$ cat config.mk
export PLATFORM = sky130hd
export DESIGN_NAME = seq_controller
export DESIGN_NICKNAME = d
export VERILOG_FILES = /design/src/rtl/seq_controller.sv
export SDC_FILE = /design/constraint.sdc
export NUM_CORES = 1
export LEC_CHECK = 0
export ABC_CLOCK_PERIOD_IN_PS = 1300
export BUFFER_PORTS_ARGS = -buffer_cell sky130_fd_sc_hd__buf_2
export CORE_UTILIZATION = 42
export DETAILED_ROUTE_END_ITERATION = 10
export HOLD_SLACK_MARGIN = 0.06
export PLACE_DENSITY = 0.69
export SETUP_SLACK_MARGIN = 0.05
export SLEW_MARGIN = 20
export SYNTH_ARGS = -nofsm -noshare
export SYNTH_HDL_FRONTEND = slang
export SYNTH_SLANG_ARGS = --single-unit
$ cat constraint.sdc
create_clock -name clk -period 1.3 [get_ports clk]
set_input_delay 0.195 -clock clk [delete_from_list [all_inputs] [get_ports clk]]
set_output_delay 0.195 -clock clk [all_outputs]
set_load 0.005 [all_outputs]
$ cat src/rtl/seq_controller.sv
// Fetch/decode/execute sequencer with memory handshake, sticky halt and retired-instruction counter.
// Optional single-step mode is compiled in with the SEQ_STEP_EN macro.
module seq_controller #(
    parameter int EXEC_CYCLES = 1,
    parameter int CNT_W       = 8
) (
    input  logic             clk,
    input  logic             reset,
    input  logic             run,
    input  logic             halt,
    input  logic             mem_ack,
`ifdef SEQ_STEP_EN
    input  logic             step,
`endif
    output logic [2:0]       cs,
    output logic             mem_req,
    output logic             busy,
    output logic             exec_done,
    output logic [CNT_W-1:0] icount
);

    localparam int ECW = (EXEC_CYCLES > 1) ? $clog2(EXEC_CYCLES) : 1;

    typedef enum logic [2:0] {
        S_IDLE   = 3'b000,
        S_FETCH  = 3'b001,
        S_WAIT   = 3'b010,
        S_DECODE = 3'b011,
        S_EXEC   = 3'b100
    } state_t;

    state_t         state, ns;
    logic [ECW-1:0] exec_cnt, exec_cnt_n;
    logic           halt_pend, halt_pend_n;
    logic           retire;
    logic           stop_req;

`ifdef SEQ_STEP_EN
    assign stop_req = halt_pend | halt | step;
`else
    assign stop_req = halt_pend | halt;
`endif

    always_comb begin
        ns         = state;
        exec_cnt_n = exec_cnt;
        retire     = 1'b0;
        case (state)
            S_IDLE:   if (run && !halt) ns = S_FETCH;
            S_FETCH:  ns = mem_ack ? S_DECODE : S_WAIT;
            S_WAIT:   if (mem_ack) ns = S_DECODE;
            S_DECODE: begin
                ns         = S_EXEC;
                exec_cnt_n = ECW'(EXEC_CYCLES - 1);
            end
            S_EXEC: begin
                if (exec_cnt != '0) begin
                    exec_cnt_n = exec_cnt - 1'b1;
                end else begin
                    retire = 1'b1;
                    ns     = stop_req ? S_IDLE : S_FETCH;
                end
            end
            default:  ns = S_IDLE;
        endcase
        // A halt seen while busy is remembered until the sequencer parks in IDLE.
        halt_pend_n = (ns == S_IDLE) ? 1'b0 : (halt_pend | (halt && (state != S_IDLE)));
    end

    always_ff @(posedge clk or negedge reset) begin
        if (!reset) begin
            state     <= S_IDLE;
            exec_cnt  <= '0;
            halt_pend <= 1'b0;
            exec_done <= 1'b0;
            icount    <= '0;
        end else begin
            state     <= ns;
            exec_cnt  <= exec_cnt_n;
            halt_pend <= halt_pend_n;
            exec_done <= retire;
            if (retire) icount <= icount + 1'b1;
        end
    end

    assign cs      = state;
    assign mem_req = (state == S_FETCH) || (state == S_WAIT);
    assign busy    = (state != S_IDLE);

endmodule

After elaboration in Yosys (flattened, before gate mapping)
Cells that the tools add are included.
Storage, ports and cells
  output and inout port bits: 14
  bits in registers: 14
  input port bits: 5
  logic and storage cells: 32
Cells by class
  add/sub/neg operators: 2
  bitwise operators: 2
  reductions and logical operators: 8
  muxes and demuxes: 11
  equal/unequal tests: 4
Operator list (count)
  3-bit case mux with 5 select lines: 1
  3-bit two-way mux: 3
  8-bit by 1-bit adder with 8-bit output (second input constant): 1
  3-bit by 2-bit == test with 1-bit output (second input constant): 2
  3-bit zero test: 2
  1-bit two-way mux: 6
  3-bit by 1-bit == test with 1-bit output (second input constant): 1
  3-bit == test (second input constant): 1
  3-bit nonzero test: 1
  1-bit logical AND: 2
  1-bit OR: 2
  1-bit case mux with 2 select lines: 1
  2-bit nonzero test: 1
  1-bit zero test: 1
  1-bit logical OR: 1
  1-bit subtractor (second input constant): 1

Logic depth before layout (Yosys ltp)
  word-level depth: 6
  depth in mapped cells: 5

Worst setup path after synthesis
No wires, ideal clock.
  path type: register -> register
  start: register state[1], in the netlist cs[1]
  end: register icount[4]
  clock period less this slack: 1386 ps
  setup slack: -86 ps
  arrival: 1261 ps
  cell stages (with the launch flop): 6
  buffers on the path: 1
  path through: dfrtp_1 or3b_1 buf_6 inv_2 nand4_1 xnor2_1
Between the ends
  longest elaborated chain between the ends: 2
RTL lines
  start: declaration: line 32  | state_t state, ns;
  start signal: assignment: line 78  | state <= ns;
  3-bit == test: line 48  | case (state)
  1-bit two-way mux: line 48
  named net retire: line 35  | logic retire;
  end signal: assignment: line 82  | if (retire) icount <= icount + 1'b1;
  end: declaration: line 19  | output logic [CNT_W-1:0] icount
The timed path passes the listed nets, and every way through them passes these cells.
A chain may end at the register's enable or synchronous reset.

Final worst setup path
  start: register state[2], in the netlist cs[2]
  end: output port busy
Between the ends
  longest elaborated chain between the ends: 1
RTL lines
  3-bit nonzero test: line 88  | assign busy = (state != S_IDLE);
  end: declaration: line 17  | output logic busy,
No other way between the ends.

==> out/qor.yml <==
status:
  status: "complete, but fails checks"
  violations: "negative setup slack"
setup_path:
  worstPathRequired_ns: 1.11
  cp_data_arrival_time_ns: 1.28
  critPathMaxStageDelay_ns: 0.39
  startpoint_type: "register"
  cpMaxStageDelayCell: "dfrtp_1"
  critPathCaptureType: "output port"
  path_buf_inv: 2
  path_delay_family: "flip-flops"
  crit_cells: 3
  crit_chain: "buf_4, or3_4, buf_6"
  r2r_cells: 4
  crit_fanout: 8
  critical_path_class: "register to output port"
placement:
  gp_congestion: 0.689
  port_buffers: 18
  preCtsSetupSlack_ns: -0.0766
  hpwl_um: 830
power:
  netSwitchingFraction: 0.334
  switchingPower_uw: 623
  seqPwrFrac: 0.331
  p_per_area_nw_per_um2: 2130
  p_clk_frac: 0.129
  intPower_mw: 1.24
  p_leak_nw: 0.460
  ir_drop_uv: 1460
  power_mw: 1.87
  combPwrFrac: 0.539
synth:
  yosysSeqAreaShare: 0.571
  syn-num-nets: 57
  synth-seq-cells: 13
  synth_area_um2: 569
  yosys.cell_types.count: 19
  synth_top_cell_by_area: "dfrtp_1"
  avgSynthCellArea_um2: 11.2
  synthCells: 51
  synthTopCellsByArea: "dfrtp_1 (57%), xnor2_1 (7.7%), xor2_1 (4.6%), nand2_1 (4.0%), nor2_1 (4.0%)"
  yosys_warnings: 0
  synth_top_area_frac: 0.571
clocking:
  cts_sinks: 13
  insertion_delay_ns: 0.27
  path_clk_slew_ns: 0.08
  htree_levels: 1
  cts_max_path_buffers: 2
  cts_tree: "built"
  numCtsBuffers: 3
  cts_root_buf: "clkbuf_4"
timing:
  skew_ns: 0.00570
  slew_headroom: 0.798
  finalCritPeriodShare: 1.13
  tightestPinTransition_ns: 0.304
  max_freq_mhz: 678
  grt_setup_unrepaired: "yes"
  drv_slew: 0
  tns_ns: -1.03
  hold_viol: 0
  fin_ws_ns: -0.175
  setup_viol: 12
  whs_ns: 0.141
  post-route-min-period_ns: 1.48
drt:
  viasPerCell: 5.17
  antenna_left: 0
  vias: 507
  wl_per_cell_um: 13.3
  drt_iter0_drc: 8
  drc: 0
  routed_wirelength_um: 1300
  drt_first_pass_iters: 4
global_route:
  grt_pass1_vias: 487
  grt_usage: 0.207
  antenna_found_initial: 0
  grt_pass1_wl_um: 2010
  grt_max_degree: 14
  grt.overflow.total: 0
hold_path:
  min_path_cells: 2
  min_path_type: "input pin to register"
floorplan:
  die_h_um: 38.8
  io_pins: 19
  dieArea_um2: 1510
  initial_core_util: 0.480
  row_count: 12
  core_um2: 1190
  fp.dieW_um: 38.8
layout:
  drive_gt1_frac: 0.476
  fin_nets: 91
  num_antenna_cells: 0
  area_growth_pct: 54.1
flow_run:
  maxCapViolCount: 0
-- layer usage --
layer  routed length [um]  track usage  up-vias
met5                    0            0        -
met4                   35        0.129        0
met3                   60       0.0347        5
met2                  709        0.383       20
met1                  495        0.209      244
li1                     -            -      238
-- path summary, 6_finish.rpt --
check                                      start                    end  slack (ns)
setup / recovery                 cs[2]$_DFF_PN0_                   busy       -0.18
hold / removal                           mem_ack        cs[0]$_DFF_PN0_        0.14
setup reg to reg                 cs[0]$_DFF_PN0_  icount[6]$_DFFE_PN0N_       -0.12
hold reg to reg            icount[7]$_DFFE_PN0N_  icount[7]$_DFFE_PN0N_        0.47
max in group asynchronous                  reset        cs[1]$_DFF_PN0_        0.76
min in group asynchronous                  reset  icount[4]$_DFFE_PN0N_        0.32
-- power by group through the flow --
stage	Combinational, mW	Sequential (mW)	Clock, mW
final	1.01	0.618	0.242
after global routing	1.10	0.631	0.277
after CTS	0.838	0.614	0.251
after detailed placement	0.577	0.613	0
after global placement	0.565	0.604	0
after floorplan	0.253	0.647	0
-- worst reg2reg max path, delay by kind of cell (launching register included) --
kind                   cells  cell delay, ns
XOR/XNOR                   1            0.15
buffers and inverters      1            0.11
AND/OR/NAND/NOR            2            0.65
flip-flops                 1            0.40
-- cells by family after synthesis --
group / after synthesis / share of synthesized area
XOR/XNOR: 8 / 0.123
adder cells (fa/ha/maj): 1 / 0.0220
flip-flops: 13 / 0.571
AND/OR/NAND/NOR: 23 / 0.213
buffers and inverters: 3 / 0.0330
AO/OA/AOI/OAI: 3 / 0.0374
-- placed cells by master, fill, tap and decap left out, types with 2 or more instances in the layout --
cell type	Yosys	routed
clkbuf_4	0	3
nor3_2	2	2
xnor2_1	5	4
buf_6	1	11
buf_4	0	3
xor2_1	3	3
nand4_1	3	3
dfrtp_1	13	13
nor2_1	6	5
buf_2	0	15
nand2_1	6	6
-- state kept, by name, summed over array words and instances, names as in the netlist --
signal / count
exec_done: 1
cs: 3
icount: 8
halt_pend: 1
-- cells in the mapped netlist (all sizes together) --
library cell,n
a211oi,1
nand4,3
nor3,4
or3,1
a21oi,1
inv,2
xnor2,5
ha,1
and3,1
a22o,1
nand3,1
or3b,1
nand2,6
xor2,3
buf,1
dfrtp,13
nor2,6
-- repair_timing --
item,CTS,global route
resized for setup,11,8
setup endpoints to repair,11,14
hold endpoints to repair,13,0
hold buffers,1,0
gates cloned,0,0
setup buffers,5,2
pin swaps,3,5
-- per-stage QoR --
stage | utilization | cell area, um^2 | std cells
after floorplan | - | 572 | 51
after global placement | 0.595 | 706 | 87
after detailed placement | 0.595 | 706 | 87
after CTS | 0.699 | 830 | 97
after global routing | 0.739 | 877 | 98
final | 0.739 | 877 | 98
-- cell type report --
class	count	area (um^2)
Sequential cell	13	325
Timing Repair Buffer	30	231
Clock buffer	4	26.3
Tap cell	14	17.5
Inverter	2	10.0
Fill cell	86	309
Multi-Input combinational cell	35	267
No activity file was read; power rests on OpenSTA's default activity.
